[src/rtl/display_pkg.sv]
// Shared definitions for the seven-segment display path: digit codes, anode
// patterns, slot type, displayable range and the double-dabble nibble adjust.
package display_pkg;

    localparam logic [3:0] DIG_DASH  = 4'd10;
    localparam logic [3:0] DIG_BLANK = 4'd11;

    localparam logic [3:0] AN_SLOT0 = 4'b1110;
    localparam logic [3:0] AN_SLOT1 = 4'b1101;
    localparam logic [3:0] AN_SLOT2 = 4'b1011;
    localparam logic [3:0] AN_SLOT3 = 4'b0111;

    typedef logic [1:0] slot_t;

    localparam int VAL_MAX = 9999;
    localparam int VAL_MIN = -999;

    // Add-3 correction applied to every BCD nibble of 5 or more before a shift.
    function automatic logic [15:0] bcd_adjust(input logic [15:0] b);
        logic [15:0] r;
        for (int i = 0; i < 4; i++) begin
            r[4*i +: 4] = (b[4*i +: 4] >= 4'd5) ? b[4*i +: 4] + 4'd3 : b[4*i +: 4];
        end
        return r;
    endfunction

    function automatic logic [3:0] slot_anode(input slot_t s);
        logic [3:0] a;
        case (s)
            2'd0:    a = AN_SLOT0;
            2'd1:    a = AN_SLOT1;
            2'd2:    a = AN_SLOT2;
            default: a = AN_SLOT3;
        endcase
        return a;
    endfunction

endpackage

[src/rtl/display_scanner_if.sv]
// Load/status/output bundle between the calculator core and the display scanner.
interface display_scanner_if #(parameter int WIDTH = 14);
    logic             load;
    logic [WIDTH-1:0] value;
    logic             busy;
    logic [3:0]       digit;
    logic [3:0]       enable;

    modport master (output load, value, input busy, digit, enable);
    modport slave  (input load, value, output busy, digit, enable);
endinterface

[src/rtl/display_scanner_bin2bcd_serial.sv]
// Serial double-dabble converter: one shift per cycle, WIDTH iterations,
// single-cycle done pulse once the 16-bit BCD result is final.
module bin2bcd_serial
    import display_pkg::*;
#(
    parameter int WIDTH = 14
) (
    input  logic             clk,
    input  logic             rst_n,
    input  logic             start,
    input  logic [WIDTH-1:0] mag,
    output logic             busy,
    output logic             done,
    output logic [15:0]      bcd
);
    localparam int CW = (WIDTH > 1) ? $clog2(WIDTH) : 1;
    localparam logic [CW-1:0] ITER_LAST = CW'(WIDTH - 1);

    typedef enum logic {S_IDLE, S_SHIFT} state_t;

    state_t           state_reg;
    logic [WIDTH-1:0] bin_reg;
    logic [15:0]      bcd_reg;
    logic [CW-1:0]    iter_reg;
    logic             done_reg;
    logic [15:0]      bcd_adj;

    assign bcd_adj = bcd_adjust(bcd_reg);

    always_ff @(posedge clk or negedge rst_n) begin
        if (!rst_n) begin
            state_reg <= S_IDLE;
            bin_reg   <= '0;
            bcd_reg   <= '0;
            iter_reg  <= '0;
            done_reg  <= 1'b0;
        end else begin
            done_reg <= 1'b0;
            case (state_reg)
                S_IDLE: begin
                    if (start) begin
                        bin_reg   <= mag;
                        bcd_reg   <= '0;
                        iter_reg  <= '0;
                        state_reg <= S_SHIFT;
                    end
                end
                S_SHIFT: begin
                    bcd_reg  <= {bcd_adj[14:0], bin_reg[WIDTH-1]};
                    bin_reg  <= bin_reg << 1;
                    iter_reg <= iter_reg + 1'b1;
                    if (iter_reg == ITER_LAST) begin
                        state_reg <= S_IDLE;
                        done_reg  <= 1'b1;
                    end
                end
                default: state_reg <= S_IDLE;
            endcase
        end
    end

    assign busy = (state_reg == S_SHIFT);
    assign done = done_reg;
    assign bcd  = bcd_reg;

endmodule

[src/rtl/display_scanner.sv]
// Four-digit multiplexed display driver: capture, range check, formatting and
// slot scanning. Define LEADING_ZERO_BLANK_EN for blanking and a floating minus.
module display_scanner
    import display_pkg::*;
#(
    parameter int REFRESH_DIV = 100000,
    parameter int WIDTH       = 14
) (
    input  logic              clk,
    input  logic              rst_n,
    display_scanner_if.slave  bus
);
    localparam int CW = (REFRESH_DIV > 1) ? $clog2(REFRESH_DIV) : 1;
    localparam logic [CW-1:0] CNT_LAST = CW'(REFRESH_DIV - 1);
`ifdef LEADING_ZERO_BLANK_EN
    localparam logic [3:0] RST_FILL = DIG_BLANK;
`else
    localparam logic [3:0] RST_FILL = 4'd0;
`endif

    logic signed [WIDTH-1:0] val;
    logic [WIDTH-1:0]        mag;
    int                      val_int;
    logic                    start, ovf_c, conv_busy, conv_done;
    logic [15:0]             bcd;
    logic                    neg_reg, ovf_reg;
    logic [3:0]              fmt       [4];
    logic [3:0]              disp_reg  [4];
    logic [3:0]              disp_next [4];
    logic [CW-1:0]           cnt_reg;
    slot_t                   slot_reg, slot_next;
    logic [3:0]              digit_reg, enable_reg;

    assign val   = bus.value;
    assign mag   = val[WIDTH-1] ? (~bus.value + WIDTH'(1)) : bus.value;
    assign start = bus.load & ~conv_busy;

    always_comb begin
        val_int = int'(val);
        ovf_c   = (val_int > VAL_MAX) || (val_int < VAL_MIN);
    end

    // Overflow values still run through the converter so every load has the same latency.
    bin2bcd_serial #(.WIDTH(WIDTH)) u_bcd (
        .clk   (clk),
        .rst_n (rst_n),
        .start (start),
        .mag   (mag),
        .busy  (conv_busy),
        .done  (conv_done),
        .bcd   (bcd)
    );

`ifdef LEADING_ZERO_BLANK_EN
    slot_t msd;
    always_comb begin
        msd = 2'd0;
        for (int i = 1; i < 4; i++) begin
            if (bcd[4*i +: 4] != 4'd0) msd = slot_t'(i);
        end
    end
`endif

    genvar gi;
    generate
        for (gi = 0; gi < 4; gi++) begin : g_fmt
`ifdef LEADING_ZERO_BLANK_EN
            assign fmt[gi] = ovf_reg                             ? DIG_DASH :
                             (gi <= int'(msd))                   ? bcd[4*gi +: 4] :
                             (neg_reg && (gi == int'(msd) + 1))  ? DIG_DASH : DIG_BLANK;
`else
            if (gi == 3) begin : g_sign
                assign fmt[gi] = (ovf_reg || neg_reg) ? DIG_DASH : bcd[4*gi +: 4];
            end else begin : g_num
                assign fmt[gi] = ovf_reg ? DIG_DASH : bcd[4*gi +: 4];
            end
`endif
            assign disp_next[gi] = conv_done ? fmt[gi] : disp_reg[gi];
        end
    endgenerate

    assign slot_next = slot_reg + 2'd1;

    // A commit landing on a slot advance is shown on that advance via disp_next.
    always_ff @(posedge clk or negedge rst_n) begin
        if (!rst_n) begin
            neg_reg    <= 1'b0;
            ovf_reg    <= 1'b0;
            cnt_reg    <= '0;
            slot_reg   <= 2'd0;
            digit_reg  <= 4'd0;
            enable_reg <= AN_SLOT0;
            for (int i = 0; i < 4; i++) begin
                disp_reg[i] <= (i == 0) ? 4'd0 : RST_FILL;
            end
        end else begin
            if (start) begin
                neg_reg <= val[WIDTH-1];
                ovf_reg <= ovf_c;
            end
            for (int i = 0; i < 4; i++) begin
                disp_reg[i] <= disp_next[i];
            end
            if (cnt_reg == CNT_LAST) begin
                cnt_reg    <= '0;
                slot_reg   <= slot_next;
                digit_reg  <= disp_next[slot_next];
                enable_reg <= slot_anode(slot_next);
            end else begin
                cnt_reg <= cnt_reg + 1'b1;
            end
        end
    end

    assign bus.busy   = conv_busy;
    assign bus.digit  = digit_reg;
    assign bus.enable = enable_reg;

endmodule

[src/flat_wrapper.sv]
// flat-port wrapper written by rule: the top's interface ports become plain ports
module display_scanner_flat import display_pkg::*;
#(
    parameter int REFRESH_DIV = 100000,
    parameter int WIDTH       = 14
)
  (clk, rst_n, bus_load, bus_value, bus_busy, bus_digit, bus_enable);
  display_scanner_if #(.WIDTH(WIDTH)) bus_i ();
  input  logic clk;
  input  logic rst_n;
  input wire logic [$bits(bus_i.load)-1:0] bus_load;
  input wire logic [$bits(bus_i.value)-1:0] bus_value;
  output wire logic [$bits(bus_i.busy)-1:0] bus_busy;
  output wire logic [$bits(bus_i.digit)-1:0] bus_digit;
  output wire logic [$bits(bus_i.enable)-1:0] bus_enable;
  assign bus_i.load = bus_load;
  assign bus_i.value = bus_value;
  assign bus_busy = bus_i.busy;
  assign bus_digit = bus_i.digit;
  assign bus_enable = bus_i.enable;
  display_scanner #(.REFRESH_DIV(REFRESH_DIV), .WIDTH(WIDTH)) u_core (.clk(clk), .rst_n(rst_n), .bus(bus_i));
endmodule
[config.mk]
export PLATFORM = sky130hd
export DESIGN_NAME = display_scanner_flat
export DESIGN_NICKNAME = d
export VERILOG_FILES = /design/src/rtl/display_pkg.sv /design/src/rtl/display_scanner_if.sv /design/src/rtl/display_scanner_bin2bcd_serial.sv /design/src/rtl/display_scanner.sv /design/src/flat_wrapper.sv
export SDC_FILE = /design/constraint.sdc
export NUM_CORES = 1
export LEC_CHECK = 0
export ABC_CLOCK_PERIOD_IN_PS = 2500
export BUFFER_PORTS_ARGS = -buffer_cell sky130_fd_sc_hd__buf_2
export CAP_MARGIN = 15
export CORE_MARGIN = 10
export CORE_UTILIZATION = 60
export CTS_CLUSTER_SIZE = 14
export DETAILED_ROUTE_END_ITERATION = 16
export PLACE_DENSITY = 0.78
export SETUP_SLACK_MARGIN = 0.3
export SYNTH_ARGS = -nofsm -noshare
export SYNTH_HDL_FRONTEND = slang
export SYNTH_SLANG_ARGS = --single-unit
[constraint.sdc]
create_clock -name clk -period 2.5 [get_ports clk]
set_input_delay 0.25 -clock clk [delete_from_list [all_inputs] [get_ports clk]]
set_output_delay 0.25 -clock clk [all_outputs]
set_load 0.1 [all_outputs]
==> impl_metrics.tcl, run 1 <==
set metrics [dict create \
    run_status "finished, final reports clean" \
    dominantRegCellSynth "dfrtp_1" \
    cap_viol_max_count 0 \
    detail_route.first_pass.iterations 4 \
    worstPathBufferInverterCount 0 \
    cts_buffers 9 \
    timing.critical_path.arrival_ns 2.26 \
    multi_input_area_um2 1980 \
    drtAntennaViolNets 0 \
    comb_power_share_pct 32.6 \
    rsz0062_at_grt "no" \
    power.leakage_nw 2.10 \
    hold_path_class "in -> reg" \
    power_per_cell_area_nw_per_um2 944 \
    place.port_buffers 25 \
    path_delay_family "simple AND/OR/NAND/NOR gates" \
    netlist_instances 416 \
    gp_routability_congestion 0.834 \
    initial_antenna_violation_count 0 \
    nets 476 \
    min_period_ns 2.02 \
    pin_count 26 \
    routed_via_density 5.71 \
    part_of_the_yosys_area_used_for_sequential_elements_pct 48.7 \
    postSynthNetCount 450 \
    num_antenna_cells 0 \
    synth_warnings 0 \
    timing.slew.headroom_pct 64.6 \
    numClockSinks 81 \
    worstMarginPinSlew_ns 0.527 \
    syn_to_final_growth_pct 10.4 \
    fillers 543 \
    groute.usage.overall_pct 16.4 \
    placement.cell_area_um2 4400 \
    clock_power_share_pct 21.7 \
    worst_clock_skew_ns 0.0103 \
    synthDistinctLibCells 49 \
    largest_net_degree_at_the_start_of_global_routing 49 \
    number_of_setup_violations_in_the_final_report 0 \
    dr_drc_count 0 \
    chipHeight_um 103 \
    clock_path_buffers 2 \
    intPower_w 0.00280 \
    utilization_pct 67.8 \
    synth.avg_cell_area_um2 10.0 \
    worst_setup_path_start_kind "register" \
    h-tree-depth 3 \
    power_dissipated_by_switching_net_loads_w 0.00155 \
    crit_fanout 4 \
    floorplan.die_area_um2 10700 \
    layout.area.seq_um2 2030 \
    dp_hpwl_mm 5.69 \
    first_pass_grt_wire_length_mm 14.0 \
    synth_enable_flop_cells 0 \
    detailedRoute.firstIterationViolations 111 \
    dr_total_vias 3100 \
    worst_setup_path_startpoint "u_core.cnt_reg[13]" \
    clock_latency_on_the_worst_skew_pair_ns 0.35 \
    die_w_um 103 \
    regToRegEndpoint "u_core.bus.digit[1]" \
    max_reg_flops 17 \
    r2r_setup_slack_ns 0.48 \
    setup-tns-final_ns 0 \
    critical_path_class "reg -> reg" \
    cpMaxStageDelayCell "or4b_1" \
    start_util_pct 61.4 \
    cp-end-kind "register" \
    required_ns 2.74 \
    routed_wirelength_mm 7.88 \
    cts_tree "yes" \
    p_seq_share_pct 45.7 \
    ys_ff_latch 81 \
    regToRegStartpoint "u_core.cnt_reg[13]" \
    rows 30 \
    final-max-slew-violation-count 0 \
    max_clock_freq_mhz 494 \
    gr-total-overflow 0 \
    timing.critical_path.to "u_core.bus.digit[1]" \
    sw_frac_of_total_pct 35.6 \
    synthArstFlopShare_pct 100 \
    worst-path-stages 4 \
    final.period_utilization_pct 81.0 \
    critPathMaxStageDelay_ns 0.54 \
    cts-root-buf "clkbuf_8" \
    vdd_drop_max_mv 0.584 \
    post_cts_resize_count 0 \
    detail_route.wl_per_cell_um 14.5 \
    clk_pin_slew_ns 0.08 \
    pre_cts_ws_ns 0.481 \
    post-route-cell-area_um2 4610 \
    crit_path_cell_trace "or4b_1 -> nor4b_2 -> and4_1 -> mux2_4" \
    rr_worst_depth 4 \
    post_route_cells_drive_above_1_share_pct 15.0 \
    post_synth_instance_area_um2 4170 \
    report.final.hold_viol_count 0 \
    final.setup.worst_slack_ns 0.476 \
    fin_total_pwr_w 0.00435 \
    first_global_vias 3069 \
    fp.coreArea_um2 6790 \
]
## power by group through the flow
stage,clock network [W],logic (W),registers [W]
3_3_place_gp,0,0.00137,0.00200
2_1_floorplan,0,0.00115,0.00193
5_1_grt,0.00103,0.00164,0.00205
3_5_place_dp,0,0.00142,0.00201
6_report,0.000943,0.00142,0.00199
4_1_cts,0.000962,0.00143,0.00199
## per-stage QoR
stage                     cells  hold WS, ns
after global routing        543        0.263
after global placement      526        0.226
after detailed placement    526        0.238
after CTS                   543        0.220
after floorplan             416      -0.0456
final                       543        0.226
## cell usage after synthesis, types with 4 or more instances
library cell   n  share of area [%]
a21oi_1       17                2.0
nand3_1       14                1.7
nor3b_1       14                2.5
nand4_1        4               0.60
a21o_1         4               0.72
nand2b_1      10                1.5
mux2i_1        6                1.4
a22o_1         5                1.0
xnor2_1       17                3.6
o31ai_1       13                2.3
nand2_1       48                4.3
o21ai_0       37                4.4
nor2_1        28                2.5
dfrtp_1       78                 47
clkbuf_1      11               0.99
inv_1         18                1.6
nor3_1         5               0.60
xor2_1        18                3.8
ha_1          17                5.1
## how the worst min path moves through the flow
stage | startpoint | to | slack [ns] | cells past startpoint
finish | bus_value[0] | u_core.u_bcd.bin_reg[0] | 0.23 | 3
global route | bus_value[12] | u_core.u_bcd.bin_reg[12] | 0.26 | 3
CTS | bus_value[0] | u_core.u_bcd.bin_reg[0] | 0.22 | 3
detailed placement | rst_n | u_core.u_bcd.bcd[6] | 0.24 | 1
global placement | rst_n | u_core.u_bcd.bcd[6] | 0.23 | 1
floorplan | rst_n | u_core.bus.digit[0] | -0.05 | 0
## per-layer routing
metal / vias to the layer above / part of all wire, % / track usage [%]
met2: 68 / 47 / 25.3
met4: 0 / 1.7 / 7.17
li1: 1498 / - / -
met3: 11 / 4.0 / 3.12
met5: - / 0 / 0
met1: 1523 / 47 / 22.1
## cells in the final DEF (no fill, tap or decap), types with 3 or more instances in the layout
cell type / Yosys / layout
buf_4: 0 / 8
nor3_1: 5 / 5
a221oi_1: 3 / 3
a21oi_1: 17 / 17
o22a_1: 3 / 3
dfstp_2: 3 / 3
nand2_1: 48 / 48
xnor2_1: 17 / 17
nor2_1: 28 / 28
dfrtp_1: 78 / 77
nand2b_1: 10 / 10
nand4_1: 4 / 4
mux2i_1: 6 / 6
a22o_1: 5 / 5
a21o_1: 4 / 4
buf_2: 3 / 24
nor3b_1: 14 / 14
nand3_1: 14 / 14
xor2_1: 18 / 18
ha_1: 17 / 17
clkbuf_8: 1 / 9
inv_1: 18 / 18
a311oi_1: 3 / 3
o31ai_1: 13 / 13
a31oi_1: 3 / 3
o21ai_0: 37 / 37
## cell type report
| cell class | count | area share [%] |
|---|---|---|
| tap | 96 | 2.61 |
| inverter | 19 | 1.55 |
| timing repair buffer | 34 | 4.56 |
| clock inverter | 6 | 1.47 |
| multi-input combinational | 297 | 43.0 |
| sequential | 81 | 44.1 |
| clock buffer | 10 | 2.77 |
## worst reg2reg max path: cells and delay by family, from the launching register on
family        cells  cell delay, ns
simple gates      3            1.19
flops             1            0.42
mux               1            0.31
## what timing repair did
action	4_1_cts	5_1_grt
hold buffers	1	0
endpoints found under the hold margin	30	0
setup endpoints to repair	0	0
setup buffers	0	0
## cells by family after synthesis
kind of cell | Yosys count | synth area share (%)
AOI/OAI and AO/OA | 95 | 14.6
xor gates and xnor gates | 35 | 7.34
adders and majority gates | 17 | 5.10
buffers and inverters | 38 | 3.93
DFF | 81 | 48.7
muxes | 10 | 3.15
and+or+nand+nor | 140 | 17.2
(Power assumes the default switching activity.)
==> run 2: changes to the inputs <==
--- a/config.mk
+++ b/config.mk
@@ -5,7 +5,7 @@
 export SDC_FILE = /design/constraint.sdc
 export NUM_CORES = 1
 export LEC_CHECK = 0
-export ABC_CLOCK_PERIOD_IN_PS = 2500
+export ABC_CLOCK_PERIOD_IN_PS = 2100
 export BUFFER_PORTS_ARGS = -buffer_cell sky130_fd_sc_hd__buf_2
 export CAP_MARGIN = 15
 export CORE_MARGIN = 10
==> constraint.sdc (replaced) <==
create_clock -name clk -period 2.1 [get_ports clk]
set_input_delay 0.21 -clock clk [delete_from_list [all_inputs] [get_ports clk]]
set_output_delay 0.21 -clock clk [all_outputs]
set_load 0.1 [all_outputs]
==> impl_metrics.tcl, run 2 (synthesis gave the netlist of run 1 again) <==
set metrics [dict create \
    final.setup.worst_slack_ns 0.192 \
    crit_path_cell_trace "or4b_4 -> nor4b_4 -> and4_4 -> bufbuf_16 -> a21oi_2" \
    detail_route.wl_per_cell_um 15.5 \
    cts-root-buf "clkbuf_8" \
    syn_to_final_growth_pct 14.4 \
    number_of_setup_violations_in_the_final_report 0 \
    comb_power_share_pct 33.3 \
    num_antenna_cells 0 \
    sw_frac_of_total_pct 36.2 \
    final.period_utilization_pct 90.8 \
    power_per_cell_area_nw_per_um2 1100 \
    cts_tree "yes" \
    cts_buffers 9 \
    cp-end-kind "register" \
    gp_routability_congestion 0.786 \
    first_pass_grt_wire_length_mm 14.5 \
    timing.critical_path.arrival_ns 2.15 \
    routed_wirelength_mm 8.56 \
    pre_cts_ws_ns 0.120 \
    cpMaxStageDelayCell "or4b_4" \
    chipHeight_um 103 \
    first_global_vias 3091 \
    routed_via_density 5.58 \
    vdd_drop_max_mv 0.561 \
    rows 30 \
    power.leakage_nw 2.22 \
    worst_clock_skew_ns 0.0118 \
    post_route_cells_drive_above_1_share_pct 18.6 \
    max_reg_flops 17 \
    nets 487 \
    intPower_w 0.00334 \
    setup-tns-final_ns 0 \
    largest_net_degree_at_the_start_of_global_routing 45 \
    crit_fanout 6 \
    clk_pin_slew_ns 0.09 \
    gr-total-overflow 0 \
    report.final.hold_viol_count 0 \
    required_ns 2.34 \
    clock_latency_on_the_worst_skew_pair_ns 0.35 \
    p_seq_share_pct 45.3 \
    detailedRoute.firstIterationViolations 120 \
    rsz0062_at_grt "yes" \
    most_used_cells_in_the_layout_excluding_fill_and_tap_cells "dfrtp_1 (77), nand2_1 (48), o21ai_0 (33)" \
    clock_path_buffers 2 \
    floorplan.die_area_um2 10700 \
    fillers 508 \
    fp.coreArea_um2 6790 \
    utilization_pct 70.3 \
    initial_antenna_violation_count 0 \
    clock_power_share_pct 21.4 \
    groute.usage.overall_pct 17.3 \
    critical_path_class "reg -> reg" \
    cap_viol_max_count 0 \
    run_status "finished, final reports clean" \
    worstPathBufferInverterCount 1 \
    start_util_pct 61.4 \
    pin_count 26 \
    path_delay_family "simple AND/OR/NAND/NOR gates" \
    drtAntennaViolNets 0 \
    max_clock_freq_mhz 524 \
    dp_hpwl_mm 6.00 \
    timing.slew.headroom_pct 62.1 \
    h-tree-depth 3 \
    min_period_ns 1.91 \
    die_w_um 103 \
    critPathMaxStageDelay_ns 0.55 \
    place.port_buffers 25 \
    detail_route.first_pass.iterations 5 \
    hold_path_class "in -> reg" \
    final-max-slew-violation-count 0 \
    final_common_cell "dfrtp_1" \
    worstMarginPinSlew_ns 0.568 \
    dr_drc_count 0 \
    worst_setup_path_start_kind "register" \
    power_dissipated_by_switching_net_loads_w 0.00190 \
    dr_total_vias 3090 \
    numClockSinks 81 \
]
==> run 2: per-stage QoR <==
step	cell area (um2)	hold WS, ns	instances	total power, W
after global routing	4770	0.162	554	0.00565
after detailed placement	4430	0.246	530	0.00414
final	4770	0.173	554	0.00524
after global placement	4430	0.242	530	0.00403
after CTS	4740	0.169	552	0.00528
after floorplan	4180	-0.0856	416	0.00367
==> run 2: final cells by class <==
class,instances,area [um2],area share [%]
Sequential cell,81,2030,42.6
Multi-Input combinational cell,297,2020,42.4
Timing Repair Buffer,45,329,6.89
Clock buffer,12,165,3.46
Tap cell,96,120,2.52
Inverter,19,71.3,1.49
Clock inverter,4,33.8,0.708
==> run 2: worst paths after layout <==
check / start / end / slack (ns) / cells after the start
hold reg to reg: u_core.bus.enable[1] / u_core.bus.enable[1] / 0.46 / 2
max in group asynchronous: rst_n / u_core.u_bcd.bcd[12] / 1.12 / 3
setup / recovery: u_core.cnt_reg[12] / u_core.bus.digit[2] / 0.19 / 5
hold / removal: bus_value[9] / u_core.u_bcd.bin_reg[9] / 0.17 / 3
min in group asynchronous: rst_n / u_core.cnt_reg[8] / 0.40 / 2
setup reg to reg: u_core.cnt_reg[12] / u_core.bus.digit[2] / 0.19 / 5
==> run 2: power groups by stage <==
stage | Combinational [W] | Clock [W] | Sequential (W)
after floorplan | 0.00137 | 0 | 0.00230
after global placement | 0.00166 | 0 | 0.00237
after detailed placement | 0.00175 | 0 | 0.00239
after CTS | 0.00176 | 0.00115 | 0.00237
after global routing | 0.00200 | 0.00123 | 0.00242
final | 0.00174 | 0.00112 | 0.00237
==> run 2: worst register-to-register path, cell delays in order (launching register included) <==
cell,delay [ns]
dfrtp_1,0.39
or4b_4,0.55
nor4b_4,0.25
and4_4,0.30
bufbuf_16,0.27
a21oi_2,0.04
==> run 2: what timing repair did <==
action                                  CTS  global route
hold buffers                              1             0
buffers inserted                          4             2
endpoints found under the hold margin    39             0
pin swaps                                 3             2
cloned                                    1             0
endpoints found under the setup margin   19            21
resized for setup                         8             8
==> run 2: per-layer routing <==
| layer | GRT usage [%] | vias up | routed length, um |
|---|---|---|---|
| met3 | 4.19 | 10 | 236 |
| met2 | 29.0 | 46 | 4300 |
| met4 | 5.56 | 0 | 117 |
| met1 | 21.5 | 1513 | 3910 |
| met5 | 0 | - | 0 |
| li1 | - | 1521 | - |
==> run 3: changes to the inputs <==
--- a/config.mk
+++ b/config.mk
@@ -13,6 +13,7 @@
 export CTS_CLUSTER_SIZE = 14
 export DETAILED_ROUTE_END_ITERATION = 16
 export PLACE_DENSITY = 0.78
+export RECOVER_POWER = 50
 export SETUP_SLACK_MARGIN = 0.3
 export SYNTH_ARGS = -nofsm -noshare
 export SYNTH_HDL_FRONTEND = slang
==> impl_metrics.tcl, run 3 (synthesis gave the netlist of run 1 again) <==
set metrics [dict create \
    detail_route.wl_per_cell_um 15.4 \
    timing.slew.headroom_pct 25.9 \
    groute.usage.overall_pct 17.3 \
    first_pass_grt_wire_length_mm 14.5 \
    nets 487 \
    final.period_utilization_pct 91.0 \
    report.final.hold_viol_count 0 \
    h-tree-depth 3 \
    intPower_w 0.00333 \
    place.port_buffers 25 \
    setup-tns-final_ns 0 \
    run_status "finished, final reports clean" \
    numClockSinks 81 \
    drtAntennaViolNets 0 \
    pre_cts_ws_ns 0.120 \
    dr_total_vias 3099 \
    cts-root-buf "clkbuf_8" \
    crit_fanout 6 \
    vdd_drop_max_mv 0.562 \
    max_reg_flops 17 \
    worst_clock_skew_ns 0.0111 \
    worst_setup_path_start_kind "register" \
    timing.critical_path.arrival_ns 2.15 \
    power.leakage_nw 2.21 \
    die_w_um 103 \
    gp_routability_congestion 0.786 \
    clock_latency_on_the_worst_skew_pair_ns 0.35 \
    chipHeight_um 103 \
    cts_buffers 9 \
    num_antenna_cells 0 \
    min_period_ns 1.91 \
    max_clock_freq_mhz 523 \
    floorplan.die_area_um2 10700 \
    pin_count 26 \
    final_common_cell "dfrtp_1" \
    regToRegEndpoint "u_core.bus.digit[2]" \
    critical_path_class "reg -> reg" \
    post_layout_nonfiller_instances 554 \
    rows 30 \
    required_ns 2.34 \
    power_dissipated_by_switching_net_loads_w 0.00189 \
    start_util_pct 61.4 \
    final.setup.worst_slack_ns 0.189 \
    placed_cells 530 \
    r2r_setup_slack_ns 0.19 \
    regToRegStartpoint "u_core.cnt_reg[12]" \
    routed_wirelength_mm 8.52 \
    largest_net_degree_at_the_start_of_global_routing 45 \
    dr_drc_count 0 \
    syn_to_final_growth_pct 14.1 \
    rsz0062_at_grt "yes" \
    most_used_cells_in_the_layout_excluding_fill_and_tap_cells "dfrtp_1 (78), nand2_1 (48), o21ai_0 (33)" \
    cts_tree "yes" \
    hold_path_startpoint "bus_value[9]" \
    hold_path_class "in -> reg" \
    sw_frac_of_total_pct 36.2 \
    initial_antenna_violation_count 0 \
    p_seq_share_pct 45.3 \
    cap_viol_max_count 0 \
    first_global_vias 3091 \
    detailedRoute.firstIterationViolations 117 \
    power_per_cell_area_nw_per_um2 1100 \
    dp_hpwl_mm 6.00 \
    comb_power_share_pct 33.3 \
    number_of_setup_violations_in_the_final_report 0 \
    routed_via_density 5.59 \
    rr_worst_depth 5 \
    clk_pin_slew_ns 0.09 \
    cp-end-kind "register" \
    fp.coreArea_um2 6790 \
    worstHoldEndpoint "u_core.u_bcd.bin_reg[9]" \
    post_route_cells_drive_above_1_share_pct 17.9 \
    worstMarginPinSlew_ns 1.11 \
    clock_path_buffers 2 \
    final-max-slew-violation-count 0 \
    clock_power_share_pct 21.4 \
    worstHoldPathCells 3 \
    gr-total-overflow 0 \
    detail_route.first_pass.iterations 4 \
]
## run 3: changes by cell type in the layout (fill, tap and decap cells not counted), sizes merged
cell	previous run	this run
buf	43	40
clkbuf	12	15
## run 3: final cells by class
class / count / area (um2)
clock buffers: 12 / 165
clock inverters: 4 / 33.8
fillers: 511 / 2030
inverters: 19 / 71.3
multi-input cells: 297 / 2020
flip-flops and latches: 81 / 2030
well taps: 96 / 120
repair buffers: 45 / 319
## run 3: what timing repair did
action,in CTS,in global routing
resized for setup,8,8
pin swaps,3,2
hold endpoints to repair,39,0
buffers inserted,4,2
hold buffers,1,0
endpoints found under the setup margin,19,21
cloned,1,0
## run 3: worst max-delay path by stage
stage,cells past startpoint,slack [ns],to,startpoint
global placement,6,0.19,u_core.slot_reg[1],u_core.cnt_reg[14]
global route,5,0.14,u_core.bus.digit[0],u_core.cnt_reg[12]
floorplan,5,0.17,u_core.bus.digit[1],u_core.cnt_reg[14]
CTS,5,0.19,u_core.bus.digit[2],u_core.cnt_reg[12]
finish,5,0.19,u_core.bus.digit[2],u_core.cnt_reg[12]
detailed placement,6,0.12,u_core.bus.digit[2],u_core.cnt_reg[14]
## run 3: metrics by stage
step | power, W | hold slack [ns] | instance area [um2] | utilization, %
6_report | 0.00523 | 0.175 | 4760 | 70.1
5_1_grt | 0.00564 | 0.162 | 4760 | 70.1
4_1_cts | 0.00528 | 0.169 | 4740 | 69.7
3_5_place_dp | 0.00414 | 0.246 | 4430 | 65.2
3_3_place_gp | 0.00403 | 0.242 | 4430 | 65.2
2_1_floorplan | 0.00367 | -0.0856 | 4180 | -
## run 3: critical path, cell delays in order, from the launching register on
cell and delay [ns]:
dfrtp_1 0.39, or4b_4 0.55, nor4b_4 0.25, and4_4 0.30, bufbuf_16 0.27, a21oi_2 0.04
## run 3: power by group through the flow
| stage | Clock (W) | Sequential, W | Combinational (W) |
|---|---|---|---|
| 5_1_grt | 0.00123 | 0.00242 | 0.00199 |
| 6_report | 0.00112 | 0.00237 | 0.00174 |
| 2_1_floorplan | 0 | 0.00230 | 0.00137 |
| 4_1_cts | 0.00115 | 0.00237 | 0.00176 |
| 3_3_place_gp | 0 | 0.00237 | 0.00166 |
| 3_5_place_dp | 0 | 0.00239 | 0.00175 |
## run 3: per-layer routing
layer	routed length (um)	global-route usage, %
met4	94	5.56
met1	3880	21.5
met5	0	0
met3	249	4.19
met2	4290	29.0
